==> src/rtl/alu_pkg.sv <==
// Shared ALU package: command encoding, register-address constants and the
// bookkeeping struct carried alongside the ALU operands.
package alu_pkg;

  typedef logic [2:0] alu_cmd_t;

  localparam alu_cmd_t ADD  = 3'b000;
  localparam alu_cmd_t SUB  = 3'b001;
  localparam alu_cmd_t XOR  = 3'b010;
  localparam alu_cmd_t SLT  = 3'b011;
  localparam alu_cmd_t AND  = 3'b100;
  localparam alu_cmd_t NAND = 3'b101;
  localparam alu_cmd_t NOR  = 3'b110;
  localparam alu_cmd_t OR   = 3'b111;

  localparam int REG_ADDR_W = 5;
  localparam logic [REG_ADDR_W-1:0] REG_ZERO = '0;

  typedef struct packed {
    logic                  valid;
    logic [REG_ADDR_W-1:0] dest;
    logic                  reg_write;
    logic                  mem_read;
  } ex_meta_t;

endpackage

==> src/rtl/alu_issue_stage_if.sv <==
// Decode-to-ALU issue bus: decoded instruction, forwarding candidates and
// the registered operands/bookkeeping presented to the ALU.
interface alu_issue_stage_if
  import alu_pkg::*;
#(
  parameter int WIDTH = 32
);
  logic                  in_valid;
  alu_cmd_t              in_command;
  logic [REG_ADDR_W-1:0] in_rs_addr;
  logic [REG_ADDR_W-1:0] in_rt_addr;
  logic [WIDTH-1:0]      in_rs_data;
  logic [WIDTH-1:0]      in_rt_data;
  logic [15:0]           in_imm;
  logic                  in_use_imm;
  logic [REG_ADDR_W-1:0] in_dest;
  logic                  in_reg_write;
  logic                  in_mem_read;
  logic [WIDTH-1:0]      alu_result;
  logic                  mem_fwd_we;
  logic [REG_ADDR_W-1:0] mem_fwd_addr;
  logic [WIDTH-1:0]      mem_fwd_data;
  logic                  flush;
  logic                  stall_in;
  logic                  stall_out;
  logic [WIDTH-1:0]      operandA;
  logic [WIDTH-1:0]      operandB;
  alu_cmd_t              command;
  logic                  ex_valid;
  logic [REG_ADDR_W-1:0] ex_dest;
  logic                  ex_reg_write;
  logic                  ex_mem_read;

  modport master (
    output in_valid, in_command, in_rs_addr, in_rt_addr, in_rs_data, in_rt_data,
           in_imm, in_use_imm, in_dest, in_reg_write, in_mem_read, alu_result,
           mem_fwd_we, mem_fwd_addr, mem_fwd_data, flush, stall_in,
    input  stall_out, operandA, operandB, command, ex_valid, ex_dest,
           ex_reg_write, ex_mem_read
  );

  modport slave (
    input  in_valid, in_command, in_rs_addr, in_rt_addr, in_rs_data, in_rt_data,
           in_imm, in_use_imm, in_dest, in_reg_write, in_mem_read, alu_result,
           mem_fwd_we, mem_fwd_addr, mem_fwd_data, flush, stall_in,
    output stall_out, operandA, operandB, command, ex_valid, ex_dest,
           ex_reg_write, ex_mem_read
  );
endinterface

==> src/rtl/alu_issue_stage_fwd_mux.sv <==
// Operand bypass select: EX result beats MEM writeback beats register file.
// Combinational, zero latency; no backpressure. $0 always takes rf_data.
module fwd_mux
  import alu_pkg::*;
#(
  parameter int WIDTH = 32
) (
  input  logic [REG_ADDR_W-1:0] addr,
  input  logic [WIDTH-1:0]      rf_data,
  input  logic                  ex_en,
  input  logic [REG_ADDR_W-1:0] ex_addr,
  input  logic [WIDTH-1:0]      ex_data,
  input  logic                  mem_en,
  input  logic [REG_ADDR_W-1:0] mem_addr,
  input  logic [WIDTH-1:0]      mem_data,
  output logic [WIDTH-1:0]      sel_data
);

  always_comb begin
    sel_data = rf_data;
    if (addr != REG_ZERO) begin
      if (ex_en && (ex_addr == addr))
        sel_data = ex_data;
      else if (mem_en && (mem_addr == addr))
        sel_data = mem_data;
    end
  end

endmodule

==> src/rtl/alu_issue_stage.sv <==
// ID/EX register feeding the ALU, with operand forwarding under ALU_ISSUE_FWD_EN.
// Latency: one cycle from capture to operandA/operandB/command/ex_* outputs.
// Backpressure: stall_in holds all state; stall_out requests a decode hold on a hazard.
module alu_issue_stage
  import alu_pkg::*;
#(
  parameter int WIDTH = 32
) (
  input logic               clk,
  input logic               rst_n,
  alu_issue_stage_if.slave  bus
);

  logic [WIDTH-1:0] opa_q, opb_q;
  alu_cmd_t         cmd_q;
  ex_meta_t         meta_q;

  logic [WIDTH-1:0] rs_sel, rt_sel, opb_nxt, imm_ext;
  logic             ex_fwd_en, mem_fwd_en;
  logic             load_use, hazard;

`ifdef ALU_ISSUE_FWD_EN
  // A load's value is not ready in EX, so only non-load results bypass from EX.
  assign ex_fwd_en  = meta_q.valid & meta_q.reg_write & ~meta_q.mem_read;
  assign mem_fwd_en = bus.mem_fwd_we;
`else
  assign ex_fwd_en  = 1'b0;
  assign mem_fwd_en = 1'b0;
`endif

  fwd_mux #(.WIDTH(WIDTH)) u_fwd_a (
    .addr     (bus.in_rs_addr),
    .rf_data  (bus.in_rs_data),
    .ex_en    (ex_fwd_en),
    .ex_addr  (meta_q.dest),
    .ex_data  (bus.alu_result),
    .mem_en   (mem_fwd_en),
    .mem_addr (bus.mem_fwd_addr),
    .mem_data (bus.mem_fwd_data),
    .sel_data (rs_sel)
  );

  fwd_mux #(.WIDTH(WIDTH)) u_fwd_b (
    .addr     (bus.in_rt_addr),
    .rf_data  (bus.in_rt_data),
    .ex_en    (ex_fwd_en),
    .ex_addr  (meta_q.dest),
    .ex_data  (bus.alu_result),
    .mem_en   (mem_fwd_en),
    .mem_addr (bus.mem_fwd_addr),
    .mem_data (bus.mem_fwd_data),
    .sel_data (rt_sel)
  );

  assign imm_ext = {{(WIDTH-16){bus.in_imm[15]}}, bus.in_imm};
  assign opb_nxt = bus.in_use_imm ? imm_ext : rt_sel;

  assign load_use = bus.in_valid & meta_q.valid & meta_q.mem_read &
                    (meta_q.dest != REG_ZERO) &
                    ((meta_q.dest == bus.in_rs_addr) |
                     (~bus.in_use_imm & (meta_q.dest == bus.in_rt_addr)));

`ifdef ALU_ISSUE_FWD_EN
  assign hazard = load_use;
`else
  // Without bypass paths, any in-flight writer of a live source must drain first.
  logic rs_live, rt_live, ex_wr, hit_rs, hit_rt;
  assign rs_live = bus.in_rs_addr != REG_ZERO;
  assign rt_live = ~bus.in_use_imm & (bus.in_rt_addr != REG_ZERO);
  assign ex_wr   = meta_q.valid & meta_q.reg_write;
  assign hit_rs  = rs_live & ((ex_wr & (meta_q.dest == bus.in_rs_addr)) |
                              (bus.mem_fwd_we & (bus.mem_fwd_addr == bus.in_rs_addr)));
  assign hit_rt  = rt_live & ((ex_wr & (meta_q.dest == bus.in_rt_addr)) |
                              (bus.mem_fwd_we & (bus.mem_fwd_addr == bus.in_rt_addr)));
  assign hazard  = load_use | (bus.in_valid & (hit_rs | hit_rt));
`endif

  // During reset the held state is cleared, so only the downstream hold passes through.
  assign bus.stall_out = bus.stall_in | (hazard & ~bus.flush & rst_n);

  always_ff @(posedge clk or negedge rst_n) begin
    if (!rst_n) begin
      opa_q  <= '0;
      opb_q  <= '0;
      cmd_q  <= ADD;
      meta_q <= '0;
    end else if (bus.flush) begin
      meta_q.valid     <= 1'b0;
      meta_q.reg_write <= 1'b0;
      meta_q.mem_read  <= 1'b0;
    end else if (bus.stall_in) begin
      meta_q <= meta_q;
    end else if (hazard || !bus.in_valid) begin
      meta_q.valid     <= 1'b0;
      meta_q.reg_write <= 1'b0;
      meta_q.mem_read  <= 1'b0;
    end else begin
      opa_q            <= rs_sel;
      opb_q            <= opb_nxt;
      cmd_q            <= bus.in_command;
      meta_q.valid     <= 1'b1;
      meta_q.dest      <= bus.in_dest;
      meta_q.reg_write <= bus.in_reg_write;
      meta_q.mem_read  <= bus.in_mem_read;
    end
  end

  assign bus.operandA     = opa_q;
  assign bus.operandB     = opb_q;
  assign bus.command      = cmd_q;
  assign bus.ex_valid     = meta_q.valid;
  assign bus.ex_dest      = meta_q.dest;
  assign bus.ex_reg_write = meta_q.reg_write;
  assign bus.ex_mem_read  = meta_q.mem_read;

endmodule

==> src/flat_wrapper.sv <==
// flat-port wrapper written by rule: the top's interface ports become plain ports
module alu_issue_stage_flat import alu_pkg::*;
#(
  parameter int WIDTH = 32
)
  (clk, rst_n, bus_in_valid, bus_in_command, bus_in_rs_addr, bus_in_rt_addr, bus_in_rs_data, bus_in_rt_data, bus_in_imm, bus_in_use_imm, bus_in_dest, bus_in_reg_write, bus_in_mem_read, bus_alu_result, bus_mem_fwd_we, bus_mem_fwd_addr, bus_mem_fwd_data, bus_flush, bus_stall_in, bus_stall_out, bus_operandA, bus_operandB, bus_command, bus_ex_valid, bus_ex_dest, bus_ex_reg_write, bus_ex_mem_read);
  alu_issue_stage_if #(.WIDTH(WIDTH)) bus_i ();
  input logic clk;
  input logic rst_n;
  input wire logic [$bits(bus_i.in_valid)-1:0] bus_in_valid;
  input wire logic [$bits(bus_i.in_command)-1:0] bus_in_command;
  input wire logic [$bits(bus_i.in_rs_addr)-1:0] bus_in_rs_addr;
  input wire logic [$bits(bus_i.in_rt_addr)-1:0] bus_in_rt_addr;
  input wire logic [$bits(bus_i.in_rs_data)-1:0] bus_in_rs_data;
  input wire logic [$bits(bus_i.in_rt_data)-1:0] bus_in_rt_data;
  input wire logic [$bits(bus_i.in_imm)-1:0] bus_in_imm;
  input wire logic [$bits(bus_i.in_use_imm)-1:0] bus_in_use_imm;
  input wire logic [$bits(bus_i.in_dest)-1:0] bus_in_dest;
  input wire logic [$bits(bus_i.in_reg_write)-1:0] bus_in_reg_write;
  input wire logic [$bits(bus_i.in_mem_read)-1:0] bus_in_mem_read;
  input wire logic [$bits(bus_i.alu_result)-1:0] bus_alu_result;
  input wire logic [$bits(bus_i.mem_fwd_we)-1:0] bus_mem_fwd_we;
  input wire logic [$bits(bus_i.mem_fwd_addr)-1:0] bus_mem_fwd_addr;
  input wire logic [$bits(bus_i.mem_fwd_data)-1:0] bus_mem_fwd_data;
  input wire logic [$bits(bus_i.flush)-1:0] bus_flush;
  input wire logic [$bits(bus_i.stall_in)-1:0] bus_stall_in;
  output wire logic [$bits(bus_i.stall_out)-1:0] bus_stall_out;
  output wire logic [$bits(bus_i.operandA)-1:0] bus_operandA;
  output wire logic [$bits(bus_i.operandB)-1:0] bus_operandB;
  output wire logic [$bits(bus_i.command)-1:0] bus_command;
  output wire logic [$bits(bus_i.ex_valid)-1:0] bus_ex_valid;
  output wire logic [$bits(bus_i.ex_dest)-1:0] bus_ex_dest;
  output wire logic [$bits(bus_i.ex_reg_write)-1:0] bus_ex_reg_write;
  output wire logic [$bits(bus_i.ex_mem_read)-1:0] bus_ex_mem_read;
  assign bus_i.in_valid = bus_in_valid;
  assign bus_i.in_command = bus_in_command;
  assign bus_i.in_rs_addr = bus_in_rs_addr;
  assign bus_i.in_rt_addr = bus_in_rt_addr;
  assign bus_i.in_rs_data = bus_in_rs_data;
  assign bus_i.in_rt_data = bus_in_rt_data;
  assign bus_i.in_imm = bus_in_imm;
  assign bus_i.in_use_imm = bus_in_use_imm;
  assign bus_i.in_dest = bus_in_dest;
  assign bus_i.in_reg_write = bus_in_reg_write;
  assign bus_i.in_mem_read = bus_in_mem_read;
  assign bus_i.alu_result = bus_alu_result;
  assign bus_i.mem_fwd_we = bus_mem_fwd_we;
  assign bus_i.mem_fwd_addr = bus_mem_fwd_addr;
  assign bus_i.mem_fwd_data = bus_mem_fwd_data;
  assign bus_i.flush = bus_flush;
  assign bus_i.stall_in = bus_stall_in;
  assign bus_stall_out = bus_i.stall_out;
  assign bus_operandA = bus_i.operandA;
  assign bus_operandB = bus_i.operandB;
  assign bus_command = bus_i.command;
  assign bus_ex_valid = bus_i.ex_valid;
  assign bus_ex_dest = bus_i.ex_dest;
  assign bus_ex_reg_write = bus_i.ex_reg_write;
  assign bus_ex_mem_read = bus_i.ex_mem_read;
  alu_issue_stage #(.WIDTH(WIDTH)) u_core (.clk(clk), .rst_n(rst_n), .bus(bus_i));
endmodule
==> config.mk <==
export PLATFORM = sky130hd
export DESIGN_NAME = alu_issue_stage_flat
export DESIGN_NICKNAME = d
export VERILOG_FILES = /design/src/rtl/alu_pkg.sv /design/src/rtl/alu_issue_stage_if.sv /design/src/rtl/alu_issue_stage_fwd_mux.sv /design/src/rtl/alu_issue_stage.sv /design/src/flat_wrapper.sv
export SDC_FILE = /design/constraint.sdc
export NUM_CORES = 1
export LEC_CHECK = 0
export CAP_MARGIN = 20
export CORE_ASPECT_RATIO = 1.4
export CORE_MARGIN = 2
export CORE_UTILIZATION = 36
export CTS_CLUSTER_SIZE = 28
export DETAILED_ROUTE_END_ITERATION = 10
export PLACE_DENSITY_LB_ADDON = 0.3
export SLEW_MARGIN = 20
export SYNTH_ARGS = -nofsm -noshare
export SYNTH_HDL_FRONTEND = slang
export SYNTH_SLANG_ARGS = --single-unit
export TNS_END_PERCENT = 5
==> constraint.sdc <==
create_clock -name clk -period 2.63 [get_ports clk]
set_clock_uncertainty 0.15 [all_clocks]
set_input_delay 0.526 -clock clk [delete_from_list [all_inputs] [get_ports clk]]
set_output_delay 0.526 -clock clk [all_outputs]
set_load 0.03 [all_outputs]
==> flow_summary_export.csv, run 1 <==
group,metric,value,unit
timing,fin_crit_sh,106,%
status,status,"finished with violations",
run,drv_cap,0,
worst_setup_path,cp_max_fo,4,
worst_setup_path,critical_path_depth,6,
detailed_routing,drc,0,
clock_network,root_buffer,"clkbuf_16",
pwr,combPwrFrac,39.4,%
clock_network,cts_sinks,75,
detailed_routing,drt_wl_total,10500,um
clock_network,numCtsBuffers,9,
grt,met3_usage,4.52,%
worst_setup_path,crit_end,"bus_stall_out",
worst_setup_path,r2r_end,"u_core.bus.command[2]$_DFFE_PN0P_",
detailed_routing,first_pass_iters,4,
timing,setup_ws,-0.155,ns
grt,grt_use_met2,32.5,%
synth,ys_top_cells_by_area,"dfrtp_1, mux2_4, mux2_2, xnor2_1, o21ai_0",
clock_network,clockBufferDepth,2,
floorplan,row_count,44,
worst_setup_path,worstPathBufferInverterCount,1,
final_layout,final_common_cell,"clkdlybuf4s50_1",
grt,grt_overflow,0,
detailed_routing,ant_nets,0,
worst_setup_path,crit_chain,"or4_4 -> o2111ai_2 -> a21o_1 -> nor3b_2 -> or3_4 -> buf_6",
timing,finalSetupViolations,2,
min_path,min-delay-path-class,"in -> async",
worst_setup_path,slowest_stage,"or4_4",
worst_setup_path,critPathArrivalTime,2.11,ns
grt,grt_pass1_vias,3234,
final_layout,multi_input_area,1800,um2
timing,tightest_slew,0.696,ns
clock_network,cts_tree,"done",
pwr,swShare,32.2,%
floorplan,io_pins,252,
timing,clock.fmax,0.359,GHz
worst_setup_path,worst_r2r_path_depth,9,
pwr,p_seq_share,33.9,%
worst_setup_path,start_kind,"flop",
clock_network,cts_max_level,3,
floorplan,die_w,90.6,um
floorplan,dieArea,11400,um2
pwr,power.density,711,nW/um2
synth,yosys.area.top_type,"dfrtp_1",
place,gp_congestion,0.882,
timing,rsz0062_at_grt,"yes",
pwr,pwr-share-clk,26.7,%
final_layout,nNetsFinal,661,
grt,grt_use_met1,22.6,%
pwr,leakage,2.95,nW
detailed_routing,routedWlPerCell,16.7,um
grt,grt_pass1_wl,16900,um
grt,grt_max_degree,56,
synth,syn_avg_cell_area,14.3,um2
pwr,internal_power,3.08,mW
synth,yosys_warnings,0,
grt,busiest_layer,"met2",
place,hpwl,7630,um
worst_setup_path,cp_top_family,"simple AND/OR/NAND/NOR gates",
place,io_buffer_count,187,
pwr,ir_worst_vdd,0.309,mV
synth,synth_cell_types,28,
detailed_routing,drt-initial-drc-count,76,
place,dp_slack,-0.569,ns
timing,slew_headroom,53.6,%
pwr,p_sw,1.47,mW
final_layout,seq_area,1880,um2
worst_setup_path,worstReg2RegStart,"u_core.bus.ex_dest[2]$_DFFE_PN0P_",
clock_network,cts_hold_buf,0,
detailed_routing,via_per_inst,4.65,
final_layout,antenna_cells,0,
timing,hold_ws,0.0354,ns
synth,synth_seq_cells,75,
grt,antenna_found_initial,0,
synth,syn_area,3780,um2
final_layout,drive_above_1_share,31.4,%
timing,finalMaxSlewViolations,0,
final_layout,area_delta_synth_final,69.0,%
status,violations,"negative setup slack",
worst_setup_path,rrSetupSlack,0,ns
timing,finalHoldViolations,0,
floorplan,floorplan.initialDensity,36.8,%
synth,syn_nets,441,
worst_setup_path,critPathRequiredTime,1.95,ns
clock_network,clkLatencyLatePin,0.33,ns
floorplan,dieHeight,125,um
detailed_routing,num_vias,2918,
synth,yosysTopAreaCellShare,49.6,%
final_layout,fillers,806,
synth,yosysSeqAreaShare,49.6,%
worst_setup_path,startpoint,"u_core.bus.ex_dest[2]$_DFFE_PN0P_",
grt,grt_use_total,18.8,%
floorplan,core_area,10300,um2
worst_setup_path,worst_path_largest_cell_delay,0.49,ns
worst_setup_path,crit_path_end_kind,"output pin",
worst_setup_path,path_class,"reg -> out",
synth,syn_inst,265,
final_layout,finish.utilization,62.1,%
final_layout,final_cell_mix,"clkdlybuf4s50_1, dfrtp_1, mux2_4",
clock_network,clk_pin_slew_worst_paths,0.06,ns
timing,period_needed,2.79,ns
## state kept, by name, indices dropped and copies added (netlist names)
| signal | cells |
|---|---|
| u_core.bus.operandA | 32 |
| u_core.bus.command | 3 |
| u_core.bus.ex_reg_write | 1 |
| u_core.bus.ex_valid | 1 |
| u_core.bus.ex_mem_read | 1 |
| u_core.bus.ex_dest | 5 |
| u_core.bus.operandB | 32 |
## synth_stat cells
cell        n
xnor2_1    11
nand2b_1    2
nand4_1     4
nor4_1      1
o211ai_1    1
nand3b_1    3
a21o_1      1
a21oi_1     2
nor2b_1     2
nand2_1     3
clkbuf_1    5
mux2_2     17
buf_6       7
xor2_1      9
o32a_2      1
inv_1      17
or3_1       1
nor3_1      4
o2111ai_1   1
dfrtp_1    75
a221o_1     1
nor2_1      2
nand4_4     1
mux2_4     70
o21ai_0    19
nand3_1     2
or4_1       2
nor3b_1     1
## area by class of cell
type                    count  share of cell area (%)
clock buffers               9                    3.52
inverters                  17                   0.998
well taps                 138                    2.70
multi-input cells         161                    28.1
repair buffers            221                    34.2
clock inverters             7                    1.08
flip-flops and latches     75                    29.4
## routing by layer
| layer | vias to the layer above | part of all wire (%) |
|---|---|---|
| met4 | 0 | 1.7 |
| li1 | 1371 | - |
| met2 | 110 | 51 |
| met1 | 1425 | 41 |
| met5 | - | 0 |
| met3 | 12 | 6.4 |
## timing repair
item / 4_1_cts / 5_1_grt
setup buffers: 4 / 0
resized for setup: 26 / 18
cloned: 1 / 1
setup endpoints to repair: 73 / 70
pin swaps: 9 / 11
## worst register-to-register path: cells and delay by family (launching register included)
family                    cells  cell delay, ns
AOI/OAI and AO/OA             1            0.41
xor gates and xnor gates      1            0.15
buffers and inverters         3            0.51
DFF                           1            0.45
muxes                         1            0.33
and+or+nand+nor               3            0.50
## stage by stage
stage / power [mW] / setup TNS [ns] / area (um2) / instances
2_1_floorplan: 2.50 / 0 / 3790 / 265
3_3_place_gp: 3.30 / -35.63 / 5980 / 606
3_5_place_dp: 3.33 / -38.10 / 5980 / 606
4_1_cts: 4.58 / -0.856 / 6330 / 627
5_1_grt: 4.74 / -4.53 / 6400 / 628
6_report: 4.55 / -0.158 / 6400 / 628
## worst min-delay path by stage
stage,start,endpoint,slack (ns),cells past startpoint
after floorplan,rst_n,u_core.bus.command[0]$_DFFE_PN0P_,0.08,0
after global placement,u_core.bus.operandA[9]$_DFFE_PN0P_,u_core.bus.operandA[9]$_DFFE_PN0P_,0.34,1
after detailed placement,u_core.bus.operandB[8]$_DFFE_PN0P_,u_core.bus.operandB[8]$_DFFE_PN0P_,0.34,1
after CTS,rst_n,u_core.bus.operandB[0]$_DFFE_PN0P_,0.03,2
after global routing,rst_n,u_core.bus.ex_mem_read$_DFFE_PN0P_,0.05,2
final,rst_n,u_core.bus.ex_mem_read$_DFFE_PN0P_,0.04,2
## power groups by stage
| stage | Combinational [mW] | Sequential, mW | Clock, mW |
|---|---|---|---|
| global placement | 1.76 | 1.54 | 0 |
| floorplan | 0.476 | 2.02 | 0 |
| detailed placement | 1.77 | 1.55 | 0 |
| CTS | 1.80 | 1.54 | 1.25 |
| finish | 1.79 | 1.54 | 1.21 |
| global route | 1.88 | 1.58 | 1.29 |
## logic make-up after synthesis
family | count (synthesis) | synth area share [%]
buf+inv | 29 | 4.27
mux | 87 | 32.8
compound gates | 26 | 3.97
simple gates | 28 | 4.70
xor+xnor | 20 | 4.63
flops | 75 | 49.6
Note: power is estimated with default switching activity, not from simulation.
==> run 2: changes to the inputs <==
- CORE_ASPECT_RATIO: 1.4 -> not set
- CORE_UTILIZATION: 36 -> 43
- DONT_BUFFER_PORTS: not set -> 1
==> flow_summary_export.csv, run 2 (synthesis gave the netlist of run 1 again) <==
group,metric,value,unit
grt,grt_max_degree,78,
worst_setup_path,cp_max_fo,3,
min_path,min-delay-path-class,"in -> reg",
min_path,min_to,"u_core.bus.ex_valid$_DFFE_PN0P_",
detailed_routing,num_vias,2114,
clock_network,cts_sinks,75,
min_path,worstHoldPathCells,1,
timing,finalHoldViolations,0,
detailed_routing,highest_layer,"met4",
worst_setup_path,worstReg2RegStart,"u_core.bus.ex_dest[2]$_DFFE_PN0P_",
worst_setup_path,worst_r2r_path_depth,8,
floorplan,dieArea,9570,um2
final_layout,fillers,751,
place,post_dp_cell_area,3960,um2
floorplan,row_count,34,
timing,rsz0062_at_grt,"yes",
detailed_routing,drt_wl_total,8260,um
detailed_routing,wl_met2,3860,um
pwr,p_sw,1.30,mW
detailed_routing,wl_met3,635,um
run,drv_cap,0,
place,hpwl,5790,um
detailed_routing,via_per_inst,5.32,
pwr,combPwrFrac,17.9,%
final_layout,final_cell_area,4250,um2
detailed_routing,met1_length,3600,um
clock_network,clkLatencyLatePin,0.35,ns
pwr,leakage,2.06,nW
worst_setup_path,r2r_end,"u_core.bus.ex_dest[2]$_DFFE_PN0P_",
grt,grt_pass1_vias,2295,
grt,grt_use_total,16.9,%
floorplan,core_area,8640,um2
timing,finalSetupViolations,1,
timing,tightest_slew,0.496,ns
worst_setup_path,start_kind,"flop",
final_layout,antenna_cells,0,
clock_network,root_buffer,"clkbuf_8",
place,gp_congestion,0.859,
timing,clock.fmax,0.358,GHz
floorplan,dieHeight,97.8,um
status,violations,"negative setup slack",
grt,antenna_found_initial,0,
worst_setup_path,critPathArrivalTime,2.12,ns
floorplan,floorplan.initialDensity,43.8,%
place,io_buffer_count,0,
worst_setup_path,crit_path_end_kind,"output pin",
timing,finalMaxSlewViolations,0,
grt,grt_overflow,0,
detailed_routing,drt-initial-drc-count,70,
worst_setup_path,path_class,"reg -> out",
final_layout,drive_above_1_share,44.3,%
floorplan,io_pins,252,
status,status,"finished with violations",
detailed_routing,drc,0,
timing,setup_tns,-0.167,ns
timing,hold_ws,0.0759,ns
pwr,swShare,36.1,%
pwr,ir_worst_vdd,0.339,mV
final_layout,final_cell_mix,"dfrtp_1, mux2_4, o21ai_0",
grt,grt_pass1_wl,12800,um
worst_setup_path,rrSetupSlack,0.13,ns
clock_network,clockBufferDepth,2,
detailed_routing,routedWlPerCell,20.8,um
final_layout,finish.utilization,49.2,%
final_layout,area_delta_synth_final,12.3,%
final_layout,layout.cells.non_filler,397,
final_layout,final_common_cell,"dfrtp_1",
timing,period_needed,2.80,ns
clock_network,numCtsBuffers,9,
timing,setup_ws,-0.167,ns
clock_network,cts_tree,"done",
pwr,p_seq_share,56.7,%
clock_network,cts_max_level,3,
pwr,internal_power,2.29,mW
place,dp_cells,375,
final_layout,nNetsFinal,461,
pwr,pwr-share-clk,25.4,%
floorplan,die_w,97.8,um
detailed_routing,first_pass_iters,4,
clock_network,clk_pin_slew_worst_paths,0.09,ns
pwr,power.density,844,nW/um2
timing,slew_headroom,66.8,%
timing,fin_crit_sh,106,%
detailed_routing,ant_nets,0,
min_path,hold_start,"bus_flush",
worst_setup_path,critPathRequiredTime,1.95,ns
## run 2: cell count changes in the layout (fill, tap and decap cells not counted), sizes merged
cell and change:
buf -18, clkbuf -1, clkdlybuf4s15 -2, clkdlybuf4s50 -172
clkinv -3, dlygate4sd2 -5, dlygate4sd3 +1, dlymetal6s2s -1
## run 2: area by class of cell
cell class	instances	area, um2	share of cell area [%]
sequential	75	1880	44.2
clock inverter	4	50.0	1.18
clock buffer	11	151	3.56
timing repair buffer	21	205	4.83
tap	108	135	3.18
inverter	17	63.8	1.50
multi-input combinational	161	1770	41.6
## run 2: power by group through the flow
| stage | Clock, mW | Combinational [mW] | Sequential, mW |
|---|---|---|---|
| 6_report | 0.912 | 0.642 | 2.03 |
| 5_1_grt | 0.987 | 0.690 | 2.06 |
| 3_5_place_dp | 0 | 0.594 | 2.05 |
| 2_1_floorplan | 0 | 0.476 | 2.02 |
| 3_3_place_gp | 0 | 0.576 | 2.05 |
| 4_1_cts | 0.942 | 0.602 | 2.04 |
## run 2: how the worst max path moves through the flow
stage                                to                         startpoint  slack [ns]
after floorplan           bus_stall_out                  bus_in_rs_addr[1]        0.06
after global placement    bus_stall_out                  bus_in_rs_addr[1]        0.02
after detailed placement  bus_stall_out                  bus_in_rs_addr[1]        0.02
after CTS                 bus_stall_out  u_core.bus.ex_dest[0]$_DFFE_PN0P_       -0.12
after global routing      bus_stall_out  u_core.bus.ex_dest[3]$_DFFE_PN0P_       -0.24
final                     bus_stall_out  u_core.bus.ex_dest[0]$_DFFE_PN0P_       -0.17
## run 2: per-layer routing
metal	track usage (%)	vias up
met1	22.0	1035
li1	-	958
met2	26.7	108
met5	0	-
met4	7.05	0
met3	5.01	13
## run 2: what timing repair did
action | in CTS | in global routing
endpoints found under the hold margin | 75 | 75
setup buffers | 2 | 3
pin swaps | 0 | 2
resized for setup | 0 | 3
gates cloned | 0 | 0
setup endpoints to repair | 1 | 33
## run 2: metrics by stage
step	setup WS (ns)	total power [mW]
6_report	-0.167	3.58
5_1_grt	-0.239	3.74
4_1_cts	-0.120	3.58
3_5_place_dp	0.0175	2.65
3_3_place_gp	0.0220	2.63
2_1_floorplan	0.0571	2.50
## run 2: critical path, cell delays in order, from the launching register on
cell       delay (ns)
dfrtp_1          0.42
or4_4            0.54
o2111ai_2        0.18
a21o_1           0.13
nor3b_1          0.06
or3_4            0.44
==> edit: new RTL, settings of run 1 <==
The option `ALU_ISSUE_FWD_EN` is turned on by a define.
--- a/src/rtl/alu_issue_stage.sv
+++ b/src/rtl/alu_issue_stage.sv
@@ -3,2 +3,4 @@
 // Backpressure: stall_in holds all state; stall_out requests a decode hold on a hazard.
+`define ALU_ISSUE_FWD_EN
+
 module alu_issue_stage
Formal check against the unedited RTL: not equivalent (a bounded check fails within 4 cycles, from zero or initial values and one cycle with rst_n low).
==> edit against run 1 <==
  * Final area increased by 30%
  * Wire length increased by 93%
  * Sequential cell count unchanged
  * Sequential power decreased by 5%
  * Combinational power decreased by 6%
  * Register-to-register slack improved by 0.22 ns
  * Worst setup slack improved by 0.21 ns
  * Total power decreased by 0.49%
  * Core utilization increased by 0.36 points
  * Synthesized area increased by 27%
  * Highest routed layer unchanged
==> edit: results (changes against run 1) <==
final_layout:
  nClkBuffers: 11  # +2
  drive_above_1_share_pct: 14.2  # -17 points
  multiInputCombCellCount: 399  # +150%
  fill_cells: 1139  # +41%
  clock_cell_area_share_pct: 3.96  # -0.64 points
  nNonClkInverters: 35  # +18
  final_area_um2: 8290  # +30%
  seq-cell-share_pct: 22.7  # -6.7 points
  n_all_buffers: 305  # +38%
  nonClkBufAreaFrac_pct: 36.9  # +2.7 points
  multi_input_area_share_pct: 32.1  # +4.0 points
  instances_no_fill: 1012  # +61%
worst_setup_path:
  r2r_end: "u_core.bus.operandB[17]"
  critPathArrivalTime_ns: 1.90  # -0.21 ns
  cp_max_fo: 3  # -1
  r2r_start: "u_core.bus.ex_dest[1]"
  reg2reg_depth: 6  # -3
detailed_routing:
  viasPerCell: 5.37  # +16%
  route.met2.wl_um: 10600  # +98%
  drtPass1Iterations: 5  # +1
  dr_wl_met3_um: 1450  # +120%
  wl_per_cell_um: 20.0  # +20%
  drt-initial-drc-count: 210  # +180%
  met1_length_um: 7650  # +78%
synth:
  synth_compound_area_share_pct: 23.6  # +20 points
  syn-num-nets: 731  # +66%
  synth.area.mux_share_pct: 14.1  # -19 points
  yosysSeqAreaShare_pct: 38.9  # -11 points
  syn_avg_cell_area_um2: 8.69  # -39%
grt:
  globalRouteTotalUtil_pct: 27.8  # +9.0 points
  grt_pass1_wl_um: 30800  # +82%
floorplanning:
  die-area_um2: 14400  # +26%
run_status:
  status: "completed"
placement:
  dp.cells: 989  # +63%
  dpl_worst_slack_ns: -0.206  # +0.363 ns
  hpwl_um: 15600  # +100%
  place_congestion: 0.945  # +7.1%
timing:
  worst_pin_slew_ns: 0.610  # -0.0856 ns
  hold-worst-slack_ns: 0.0822  # +0.0468 ns
clock_network:
  cts_setup_buffers: 3  # -1
  ctsResizeCount: 10  # -62%
pwr:
  power_leakage_nw: 3.39  # +15%
  ir_drop_v: 0.000328  # +5.9%
==> edit: cell types whose count changed in the layout (fill, tap and decap cells not counted), sizes merged, moves of 23 or more <==
| cell | delta |
|---|---|
| o21ai | +49 |
| clkdlybuf4s50 | +67 |
| a21oi | +23 |
| mux2i | +33 |
| mux2 | -56 |
| nor2 | +26 |
| nand2 | +69 |
==> edit: cells by family after synthesis <==
group / after synthesis
AO/OA/AOI/OAI: 176
XOR/XNOR: 20
buffers and inverters: 81
flip-flops: 75
multiplexers: 64
AND/OR/NAND/NOR: 139
==> edit: how the worst max path moves through the flow <==
stage,end,from,depth (start not counted),slack (ns)
final,bus_stall_out,bus_in_rt_addr[4],7,0.05
after global routing,bus_stall_out,bus_in_rt_addr[0],7,-0.02
after CTS,bus_stall_out,bus_in_rs_addr[4],7,0.00005
after detailed placement,u_core.bus.operandA[29],bus_in_rs_addr[3],9,-0.21
after global placement,u_core.bus.operandB[30],bus_in_rt_addr[1],9,-0.13
after floorplan,bus_stall_out,u_core.bus.ex_dest[0],4,0.22
==> edit: layer usage <==
| metal | vias up | global-route usage (%) |
|---|---|---|
| met2 | 261 | 49.6 |
| met1 | 2601 | 31.6 |
| met4 | 0 | 11.4 |
| met5 | - | 0 |
| met3 | 40 | 5.90 |
| li1 | 2532 | - |
==> edit: power by group <==
group	leakage [nW]	switching (W)	internal, W
Sequential	0.906	0.000128	0.00135
Combinational	2.32	0.000878	0.000803
Clock	0.156	0.000510	0.000863
Total	3.39	0.00152	0.00301
==> edit: critical path: stages <==
cell           delay, ns
dlygate4sd2_1       0.26
xnor2_1             0.23
and3_4              0.22
a32oi_1             0.09
buf_4               0.17
o41ai_4             0.19
buf_4               0.21
